### src/rtl/npc_seq.sv
// Multi-cycle instruction sequencer: owns PC and instruction register, runs the
// fetch/exec/mem/writeback handshake sequence and gates regfile writeback and commit.
module npc_seq #(
  parameter int unsigned WIDTH    = 64,
  parameter logic [63:0] RESET_PC = 64'h8000_0000,
  parameter int unsigned TIMEOUT  = 255
) (
  input  logic             clk,
  input  logic             rst,
  output logic             imem_req,
  output logic [WIDTH-1:0] imem_addr,
  input  logic             imem_ready,
  input  logic [31:0]      imem_rdata,
  output logic             dmem_req,
  output logic             dmem_we,
  output logic [WIDTH-1:0] dmem_addr,
  input  logic             dmem_ready,
  input  logic [WIDTH-1:0] dmem_rdata,
  output logic [31:0]      inst,
  output logic [WIDTH-1:0] pc,
  output logic [WIDTH-1:0] nextpc,
  input  logic             is_load,
  input  logic             is_store,
  input  logic             is_ebreak,
  input  logic             br_taken,
  input  logic             rd_wen,
  input  logic             inst_32bit,
  input  logic [WIDTH-1:0] br_target,
  input  logic [WIDTH-1:0] exe_result,
  output logic             rf_wen,
  output logic [WIDTH-1:0] rf_wdata,
  output logic             commit,
  output logic [WIDTH-1:0] instret,
  output logic             halted,
  output logic             fault
);

  localparam int unsigned CntW = (TIMEOUT > 1) ? $clog2(TIMEOUT + 1) : 1;

  typedef enum logic [2:0] {StFetch, StExec, StMem, StWb, StHalt, StFault} state_e;

  state_e           state_q, state_d;
  logic [WIDTH-1:0] pc_q, instret_q, dmem_addr_q, load_q;
  logic [31:0]      inst_q;
  logic [CntW-1:0]  cnt_q, cnt_d;

  logic             pc_aligned;
  logic             timeout_hit;
  logic [WIDTH-1:0] pc_plus4;
  logic [WIDTH-1:0] sext_w;

  assign pc_aligned = (pc_q[1:0] == 2'b00);
  assign pc_plus4   = pc_q + WIDTH'(4);
  assign sext_w     = WIDTH'($signed(exe_result[31:0]));

  // cnt_q holds the waiting cycles already spent; this cycle would be wait number cnt_q+1.
  assign timeout_hit = (TIMEOUT != 0) && ((32'(cnt_q) + 32'd1) >= TIMEOUT);

  // State register
  always_ff @(posedge clk) begin
    if (!rst) begin
      state_q <= StFetch;
    end else begin
      state_q <= state_d;
    end
  end

  // Next-state logic; a ready always beats a timeout in the same cycle
  always_comb begin
    state_d = state_q;
    case (state_q)
      StFetch: begin
        if (!pc_aligned)      state_d = StFault;
        else if (imem_ready)  state_d = StExec;
        else if (timeout_hit) state_d = StFault;
      end
      StExec: begin
        if (is_ebreak)                state_d = StHalt;
        else if (is_load || is_store) state_d = StMem;
        else                          state_d = StWb;
      end
      StMem: begin
        if (dmem_ready)       state_d = StWb;
        else if (timeout_hit) state_d = StFault;
      end
      StWb:    state_d = StFetch;
      StHalt:  state_d = StHalt;
      StFault: state_d = StFault;
      default: state_d = StFault;
    endcase
  end

  always_comb begin
    cnt_d = '0;
    if ((state_d == state_q) && ((state_q == StFetch) || (state_q == StMem))) begin
      cnt_d = cnt_q + CntW'(1);
    end
  end

  always_ff @(posedge clk) begin
    if (!rst) begin
      pc_q        <= WIDTH'(RESET_PC);
      inst_q      <= '0;
      instret_q   <= '0;
      cnt_q       <= '0;
      dmem_addr_q <= '0;
      load_q      <= '0;
    end else begin
      cnt_q <= cnt_d;
      if ((state_q == StFetch) && pc_aligned && imem_ready) inst_q <= imem_rdata;
      if ((state_q == StExec) && !is_ebreak && (is_load || is_store)) begin
        dmem_addr_q <= exe_result;
      end
      if ((state_q == StMem) && dmem_ready) load_q <= dmem_rdata;
      if (state_q == StWb) begin
        pc_q      <= nextpc;
        instret_q <= instret_q + WIDTH'(1);
      end
    end
  end

  // Outputs: state decodes, forced low while reset is held
  always_comb begin
    imem_req = rst && (state_q == StFetch) && pc_aligned;
    dmem_req = rst && (state_q == StMem);
    dmem_we  = dmem_req && is_store;
    rf_wen   = rst && (state_q == StWb) && rd_wen;
    commit   = rst && ((state_q == StWb) || ((state_q == StExec) && is_ebreak));
    halted   = (state_q == StHalt);
    fault    = (state_q == StFault);

    nextpc = br_taken ? br_target : pc_plus4;
    if (br_taken)                        rf_wdata = pc_plus4;
    else if (is_load)                    rf_wdata = load_q;
    else if (inst_32bit && (WIDTH == 64)) rf_wdata = sext_w;
    else                                 rf_wdata = exe_result;
  end

  assign imem_addr = pc_q;
  assign dmem_addr = dmem_addr_q;
  assign inst      = inst_q;
  assign pc        = pc_q;
  assign instret   = instret_q;

endmodule
### config.mk
export PLATFORM = sky130hd
export DESIGN_NAME = npc_seq
export DESIGN_NICKNAME = d
export VERILOG_FILES = /design/src/rtl/npc_seq.sv
export SDC_FILE = /design/constraint.sdc
export NUM_CORES = 1
export LEC_CHECK = 0
export ABC_AREA = 1
export CELL_PAD_IN_SITES_DETAIL_PLACEMENT = 0
export CELL_PAD_IN_SITES_GLOBAL_PLACEMENT = 2
export CORE_UTILIZATION = 22
export DETAILED_ROUTE_END_ITERATION = 7
export GPL_ROUTABILITY_DRIVEN = 0
export PLACE_DENSITY = 0.78
export SLEW_MARGIN = 30
export SYNTH_ARGS = -nofsm -noshare
export SYNTH_HDL_FRONTEND = slang
export SYNTH_SLANG_ARGS = --single-unit
### constraint.sdc
create_clock -name clk -period 3 [get_ports clk]
set_clock_uncertainty 0.1 [all_clocks]
set_input_delay 0.75 -clock clk [delete_from_list [all_inputs] [get_ports clk]]
set_output_delay 0.75 -clock clk [all_outputs]
set_load 0.005 [all_outputs]
==> metrics.txt <==
status complete, but fails checks; failing checks negative setup slack; core area 75800 sq um; Fin Hold WS 352 ps; Seq/Total Area, Yosys 0.355; number of synthesized register bits 299; Peak supply drop 365 uV; CP peak stage delay 360 ps; Synth area leaders dfxtp_1 36%, nand2_1 11%, o21ai_0 11%; Slew Limit Fails 0; Initial DRC Count 1175; overflow left after global routing 0; Cell Pwr Density 463 nW/um^2; Non-Filler Instances 4766; Max Cap Violations 0; CP cell instances ha_4, inv_2, nor2_4, nand2_4, buf_6, nor2_4, buf_12, buf_6, nand4_1, nand2_4, buf_6, nand2_8, o21ai_2, buf_2; Clk pin slew, worst setup/hold paths 60 ps; Routed Antenna Nets 0; Synth Warn # 0; Crit Path Category reg -> out; final core utilization 0.436; Final WS setup -289 ps; critical path arrival 2440 ps; library cells used by synthesis 48; antenna violations before repair 9; async set-or-reset flop fraction in the synthesized netlist 0; CTS Buf Count 40; Post-synth EDFFs 0; Vias/cell 4.55; Max FO, Critical Path 4; worst slew pin tran 803 ps; Final setup viols 108; pre-CTS WS -751 ps; detailed-route wire length per cell 20.8 um; largest net degree at the start of global routing 144; RSZ-0062 raised after global routing true; Syn Inst Count 2676; I/O Buffers 656; DP Cell Count 4485; Leakage 14.2 nW; hpwl dp 75.9 mm; vias in the first global route 21500; via count 21700; cell area after synthesis 16800 sq um; Final Hold Fails 0; CTS tree yes; CTS sink count 299; worst path bufs/invs 6; max frequency 0.304 GHz; Root Buffer clkbuf_16; chip width 279 um; clk buf depth 3; share of post-route cells with drive strength above 1 0.356; CP delay by family, top simple AND/OR/NAND/NOR gates; Rel. slew slack 0.464; H-tree level count 2; routed wire length 99.0 mm; fin crit share 1.10; Final min period 3290 ps; global-route wire length before repair 141 mm; Synth area leader dfxtp_1; Detailed Routing Iterations Pass 1 6; total global-route track usage 0.244; Die Height 279 um; CP Capture Type output port; Worst EP required 2150 ps; Rows 101; Final Instance Area 33000 sq um; Crit path top cell by count buf_6; final setup TNS -14620 ps; ys flop type dfxtp_1; min-delay worst type reg -> reg; slowest CP cell dfxtp_4; fillers 7747; Startpoint Class flip-flop; Starting Density 0.222; syn_nets 2914; total power 15.3 mW; Placed Area 26600 sq um; Syn Area/Cell 6.30 sq um; synth-to-layout area growth 96.1%; share of the synthesized area in the top cell type 0.355; # IOs 657; DR DRC count 0; worst skew pair latency 590 ps; Layout Nets 3989; die footprint 77700 sq um
==> sequential cells by signal (all words and copies together), names as in the netlist <==
signal	flops
cnt_q	8
imem_addr	64
inst	32
instret	64
load_q	64
dmem_addr	64
state_q	3
==> cell usage after synthesis (3+ instances only) <==
master      n
dfxtp_1   299
nor2_2     12
nor3_2      3
buf_1      17
inv_1     276
xnor2_1    19
a31oi_1     9
o21ai_0   371
ha_1        4
nand3_1   109
xor2_1     28
buf_4      65
inv_2       4
nand4_1    42
clkbuf_1   86
o21a_1      8
or2_2      34
nand3b_1    9
a21oi_1   185
nand2_2     7
nor3_1     42
nand2_1   511
nor2_1    474
nor3b_1     3
o31ai_1     4
buf_2      22
o21ai_1     5
==> layout by cell type, fill, tap and decap left out, drive strengths merged, types with 2 or more instances in the layout <==
cell type / count
buf: 679
clkdlybuf4s50: 529
nand2: 518
nor2: 488
o21ai: 377
dfxtp: 299
inv: 281
a21oi: 186
nand3: 112
clkbuf: 65
nor3: 47
nand4: 42
or2: 35
xor2: 28
xnor2: 19
nand3b: 10
clkinv: 9
a31oi: 9
o21a: 8
diode: 7
dlygate4sd2: 5
bufinv: 4
ha: 4
o31ai: 4
nor3b: 3
o211ai: 2
and3: 2
dlymetal6s2s: 2
and2: 2
o22ai: 2
clkdlybuf4s15: 2
==> timing repair <==
action | in CTS | in global routing
setup endpoints to repair | 125 | 128
resized for setup | 1231 | 321
buffers inserted | 207 | 40
pin swaps | 220 | 174
hold buffers | 0 | 0
==> area by class of cell <==
class / count / area, sq um / share of cell area
multi-input combinational: 1905 / 11800 / 0.358
timing repair buffer: 1223 / 11300 / 0.343
sequential: 299 / 6130 / 0.186
tap: 978 / 1220 / 0.0370
clock buffer: 59 / 1180 / 0.0358
inverter: 282 / 1110 / 0.0337
clock inverter: 13 / 223 / 0.00674
antenna: 7 / 17.5 / 0.000530
==> worst reg2reg max path: cells and delay by family (launching register included) <==
family,cells,cell delay (ps)
buffers and inverters,14,1600
AND/OR/NAND/NOR,6,600
flip-flops,1,360
adder cells (fa/ha/maj),1,140
AO/OA/AOI/OAI,1,100
XOR/XNOR,1,90
==> where the power goes <==
group	switching [mW]	internal, mW	total (mW)
sequential	0.392	4.56	4.96
clock	2.09	3.10	5.20
combinational	2.54	2.61	5.15
total	5.02	10.3	15.3
==> layer usage <==
metal,wire (um),vias to the layer above,GRT usage
li1,-,10700,-
met1,43600,10200,0.316
met2,46100,633,0.403
met3,6000,141,0.0505
met4,3300,4,0.0804
met5,24,-,0
==> path summary, 6_finish.rpt <==
path                      from            end  slack (ps)  cells past startpoint
setup / recovery  imem_addr[2]   rf_wdata[44]        -290                     14
setup reg to reg  imem_addr[2]  imem_addr[20]           0                     23
hold reg to reg     load_q[22]     load_q[22]         350                      2
hold / removal      load_q[22]     load_q[22]         350                      2
==> logic make-up after synthesis <==
family,count (synthesis),share of synthesized area
XOR/XNOR,47,0.0244
multiplexers,1,0.000594
flip-flops,299,0.355
AND/OR/NAND/NOR,1261,0.315
buffers and inverters,472,0.121
AO/OA/AOI/OAI,592,0.180
adder cells (fa/ha/maj),4,0.00297
Note: power is estimated with default switching activity, not from simulation.
